$ cat config.mk
export PLATFORM = sky130hd
export DESIGN_NAME = fold_sequencer
export DESIGN_NICKNAME = d
export VERILOG_FILES = /design/src/rtl/fold_pkg.sv /design/src/rtl/fold_picker.sv /design/src/rtl/fold_sequencer.sv
export SDC_FILE = /design/constraint.sdc
export NUM_CORES = 1
export LEC_CHECK = 0
export CORE_MARGIN = 2
export CORE_UTILIZATION = 49
export DETAILED_ROUTE_END_ITERATION = 6
export GPL_TIMING_DRIVEN = 0
export PLACE_DENSITY = 0.83
export SLEW_MARGIN = 10
export SYNTH_ARGS = -nofsm -noshare
export SYNTH_HDL_FRONTEND = slang
export SYNTH_SLANG_ARGS = --single-unit
$ cat constraint.sdc
create_clock -name i_clk -period 2.6 [get_ports i_clk]
set_clock_uncertainty 0.15 [all_clocks]
set_input_delay 0.26 -clock i_clk [delete_from_list [all_inputs] [get_ports i_clk]]
set_output_delay 0.26 -clock i_clk [all_outputs]
set_load 0.02 [all_outputs]
$ cat src/rtl/fold_pkg.sv
// Shared types and sizing helpers for the fold sequencer and its slot picker.
package fold_pkg;

  typedef enum logic [1:0] {
    IDLE = 2'd0,
    RUN  = 2'd1,
    DONE = 2'd2
  } state_e;

  // Select width never collapses to zero, even for a one-slot request vector.
  function automatic int sel_w(input int width);
    return (width <= 2) ? 1 : $clog2(width);
  endfunction

endpackage

$ cat src/rtl/fold_picker.sv
// Combinational picker: hands the FOLDS highest set bits of the pending mask
// to the lanes in descending order and reports which bits were taken.
module fold_picker
  import fold_pkg::*;
#(
  parameter int WIDTH = 8,
  parameter int FOLDS = 2,
  parameter int SEL_W = sel_w(WIDTH)
) (
  input  logic [WIDTH-1:0]            pending_i,
  output logic [FOLDS-1:0][SEL_W-1:0] sel_o,
  output logic [FOLDS-1:0]            none_o,
  output logic [WIDTH-1:0]            granted_o
);

  logic [WIDTH-1:0] rem;
  int               hi;

  always_comb begin
    rem       = pending_i;
    sel_o     = '0;
    none_o    = '1;
    granted_o = '0;
    hi        = -1;
    for (int f = 0; f < FOLDS; f++) begin
      hi = -1;
      // Ascending scan: the last hit is the highest remaining bit.
      for (int b = 0; b < WIDTH; b++) begin
        if (rem[b]) hi = b;
      end
      if (hi >= 0) begin
        sel_o[f]  = SEL_W'(hi);
        none_o[f] = 1'b0;
        rem[hi]   = 1'b0;
      end
    end
    granted_o = pending_i & ~rem;
  end

endmodule

$ cat src/rtl/fold_sequencer.sv
// Start/hold/done sequencer that drains a latched slot mask onto FOLDS lanes
// per beat, highest slot first, with an almost-done flag on the final beat.
module fold_sequencer
  import fold_pkg::*;
#(
  parameter  int WIDTH = 8,
  parameter  int FOLDS = 2,
  localparam int SEL_W = sel_w(WIDTH)
) (
  input  logic                        i_clk,
  input  logic                        i_rst,
  input  logic                        i_start,
  input  logic [WIDTH-1:0]            i_request,
  input  logic                        i_hold,
  output logic                        o_busy,
  output logic [FOLDS-1:0][SEL_W-1:0] o_mux_sel,
  output logic [FOLDS-1:0]            o_mux_none,
  output logic                        o_adone,
  output logic                        o_done
);

  state_e                      state_q;
  logic [WIDTH-1:0]            pending_q;
  logic [FOLDS-1:0][SEL_W-1:0] pick_sel;
  logic [FOLDS-1:0]            pick_none;
  logic [WIDTH-1:0]            pick_granted;
  logic [WIDTH-1:0]            pending_d;
  logic                        beat;

  fold_picker #(
    .WIDTH (WIDTH),
    .FOLDS (FOLDS),
    .SEL_W (SEL_W)
  ) u_picker (
    .pending_i (pending_q),
    .sel_o     (pick_sel),
    .none_o    (pick_none),
    .granted_o (pick_granted)
  );

  // RUN is only ever entered with a non-empty mask, so every unheld RUN cycle is a beat.
  assign beat      = (state_q == RUN) && !i_hold;
  assign pending_d = pending_q & ~pick_granted;

  always_ff @(posedge i_clk) begin
    if (i_rst) begin
      state_q   <= IDLE;
      pending_q <= '0;
    end else begin
      case (state_q)
        IDLE: begin
          if (i_start) begin
            pending_q <= i_request;
            state_q   <= (i_request != '0) ? RUN : DONE;
          end
        end
        RUN: begin
          if (!i_hold) begin
            pending_q <= pending_d;
            if (pending_d == '0) state_q <= DONE;
          end
        end
        DONE:    state_q <= IDLE;
        default: state_q <= IDLE;
      endcase
    end
  end

  generate
    for (genvar gi = 0; gi < FOLDS; gi++) begin : g_lane
      assign o_mux_sel[gi]  = beat ? pick_sel[gi] : '0;
      assign o_mux_none[gi] = beat ? pick_none[gi] : 1'b1;
    end
  endgenerate

  assign o_adone = beat && (pending_d == '0);
  assign o_busy  = (state_q != IDLE);
  assign o_done  = (state_q == DONE);

endmodule

==> results of run 1 <==
-- area by class of cell --
class                      instances  share of cell area (%)
buffer                            12                    4.64
multi-input combinational        108                    55.2
sequential                        10                    14.6
tap                               27                    2.41
clock buffer                       4                    2.59
timing repair buffer              31                    18.9
inverter                           6                    1.61
-- logic make-up (layout without fill, tap and decap cells) --
family / Yosys count / count (layout) / synth area share [%]
buffers and inverters: 19 / 53 / 8.97
DFF: 10 / 10 / 20.5
AOI/OAI and AO/OA: 50 / 50 / 34.5
adders and majority gates: 3 / 3 / 3.21
and+or+nand+nor: 55 / 55 / 32.8
-- final timing paths --
check | end | start | slack (ns)
worst max-delay path | o_adone | pending_q[3] | -0.19
worst min register to register | pending_q[0] | pending_q[0] | 0.40
worst min-delay path | pending_q[6] | i_rst | 0.19
worst max register to register | state_q[1] | pending_q[4] | -0.12
-- sequential cells by signal, indices dropped and copies added, names as in the netlist --
register	flops
pending_q	8
state_q	2
-- placed cells by master, fill, tap and decap left out, drive strengths merged, types with 2 or more instances in the layout --
cell / count
nor4b: 2
nor3b: 2
o41a: 2
nor4: 4
nand2b: 4
a32oi: 2
nor2: 16
dfxtp: 10
nand2: 7
or4bb: 2
dlygate4sd2: 2
o221ai: 2
nor3: 3
a211oi: 3
and3: 2
a21o: 2
o221a: 2
a21oi: 13
buf: 17
o31ai: 3
or4: 2
inv: 6
clkdlybuf4s50: 14
clkbuf: 14
o211ai: 3
o21bai: 2
o21ai: 11
maj3: 3
nor2b: 3
or3: 3
and2: 2
-- power groups by stage --
stage | sequential [mW] | combinational (mW) | clock (mW)
2_1_floorplan | 0.199 | 0.338 | 0
3_3_place_gp | 0.205 | 0.451 | 0
3_5_place_dp | 0.206 | 0.460 | 0
4_1_cts | 0.204 | 0.508 | 0.145
5_1_grt | 0.218 | 0.628 | 0.155
6_report | 0.215 | 0.589 | 0.149
-- layer usage --
layer	GRT usage, %	vias to the layer above
met2	44.3	93
met1	34.6	598
met4	10.0	0
li1	-	584
met5	0	-
met3	4.01	15
-- worst max-delay path, cell delays in order, from the launching register on --
cell      delay [ns]
dfxtp_2         0.33
or4_1           0.52
clkbuf_8        0.17
o41a_1          0.36
or3b_4          0.29
nand2_4         0.06
nor4_4          0.21
buf_4           0.18
-- what timing repair did --
action / in CTS / in global routing
buffers inserted: 6 / 4
hold endpoints to repair: 0 / 0
endpoints found under the setup margin: 8 / 10
gates resized for setup: 34 / 21
pin swaps: 6 / 6
==> summary.txt, run 1 <==
Floorplanning
  – Row count: 16
  – Core area: 0.00192 mm²
  – Die area: 0.00236 mm²
  – Ports: 23
  – Die H: 48.6 µm
  – Die Width: approximately 49 µm
  – Initial Utilization: 50.8%

Yosys
  – Synth area leaders: dfxtp_1 21%, a21oi_1 6.7%, nor2_1 6.2%, o21ai_0 5.6%, clkbuf_1 3.5%
  – Most common library cells after synthesis: 16 x nor2_1, 13 x a21oi_1, 11 x o21ai_0, 10 x dfxtp_1, 9 x clkbuf_1
  – Yosys reg bits: 10
  – Post-Syn Area: 976 µm²
  – EDFF count, synth: 0
  – Syn Nets: 149
  – Yosys cell types: 42
  – Mean Syn Cell Area: 7.12 µm²
  – FFs w/ async S/R, synth: 0%
  – YS warnings: 0
  – Top-count cell post-synth: nor2_1
  – Top FF cell, synth: dfxtp_1
  – Post-Synthesis Cells: approximately 140
  – Sequential-to-total area share from yosys stat: between 20% and 30%
  – Yosys top cell area share: 20.5%
  – Largest area contributor in the netlist: dfxtp_1

Finish
  – Ratio of cells with drive above 1 in the final layout: 26.3%
  – FF+latch area: 205 µm²
  – Area grow syn2layout: 43.6%
  – Final Instance Count excl. Fillers: slightly below 200
  – Antenna cells: 0
  – Final Instance Area: 0.00140 mm²
  – Fin nets: approximately 180
  – # fillers: 148
  – Multi-input logic area: 773 µm²
  – Final Util: 72.9%

Timing
  – Final worst setup slack: -0.192 ns
  – Normalized max-slew margin: between 60 and 70%
  – Max-slew violation count: 0
  – Fin crit period: 2.79 ns
  – Final Hold Fails: 0
  – Final period utilization: 107%
  – RSZ-0062 raised after global routing: true
  – Setup TNS: -0.722 ns
  – Max Clock Freq: approximately 0.36 GHz
  – Final Hold Slack: 0.192 ns
  – Worst-Margin Slew: approximately 0.52 ns
  – Final Setup Violations: 7

Routing
  – Total Wirelength: between 3000 and 4000 µm
  – Vias per inst: 6.52
  – Met3 WL post-DR: 307 µm
  – Drt pass-1 iters: 5
  – Wire length on met2: around 1800 µm
  – Vias post-DR: 1290
  – DR iter-0 viols: 85
  – Top routing layer used: met4
  – Met1 wire length: 1390 µm
  – Final ANT Viol Nets: 0
  – DRC violations left: 0
  – Wire per inst: between 15 and 20 µm

Global route
  – Initial antenna violation count: 0
  – Global-route wire length before repair: about 5000 µm
  – Vias in the first global route: 1101
  – Largest net degree at the start of global routing: 11
  – GRT Residual Overflow: 0
  – Total GRT Usage: 26.6%

Pwr
  – Combinational power share: 61.8%
  – Leak pwr: approximately 0.54 nW
  – Part of the power in the clock network: 15.6%
  – Flop pwr share: 22.5%
  – Internal power: 0.526 mW
  – Final Power: 0.952 mW
  – Switching pwr: approximately 0.43 mW
  – Pwr/cell area: 679 mW/mm²
  – VDD IR max: 0.000459 V
  – Sw Share: 44.8%

Worst setup path
  – Worst reg-to-reg path cell count: 11
  – Crit path DAT: approximately 2.4 ns
  – CP Capture Type: output port
  – Kind of critical path: flop to output port
  – Critical Path Source Type: flop
  – CP max FO: 7
  – CP required: 2.19 ns

Placed design
  – Placed cell areas: 0.00123 mm²
  – RePlAce Congestion: 0.894
  – Placed cells: 185
  – Number of port buffers: 21
  – DPL Wire Length: ~2200 µm
  – Place WS: -0.336 ns

CTS
  – Clock latency on the worst-skew pair: between 0.2 and 0.3 ns
  – H-tree depth: 1
  – Hold Buf Count CTS: 0
  – CTS Sinks: 10
  – Clock tree buffer depth: 2
  – Clock root buffer: clkbuf_4
  – Cts bufs inserted: 3
  – Reg clk slew, reported paths: 0.08 ns
  – CTS tree: done

Worst hold path
  – Hold Path Depth: 2
  – Tightest Hold Check Type: input port to flop

Outcome
  – Failing checks: negative setup slack
  – Status: complete, but fails checks

Run
  – Max Cap Viol: 0
No activity file was read; power rests on OpenSTA's default activity.
==> run 2, diff against run 1 <==
--- a/config.mk
+++ b/config.mk
@@ -5,6 +5,7 @@
 export SDC_FILE = /design/constraint.sdc
 export NUM_CORES = 1
 export LEC_CHECK = 0
+export CAP_MARGIN = 30
 export CORE_MARGIN = 2
 export CORE_UTILIZATION = 49
 export DETAILED_ROUTE_END_ITERATION = 6
==> results of run 2 <==
The final DEF is identical to that of run 1; final timing and power are the same.
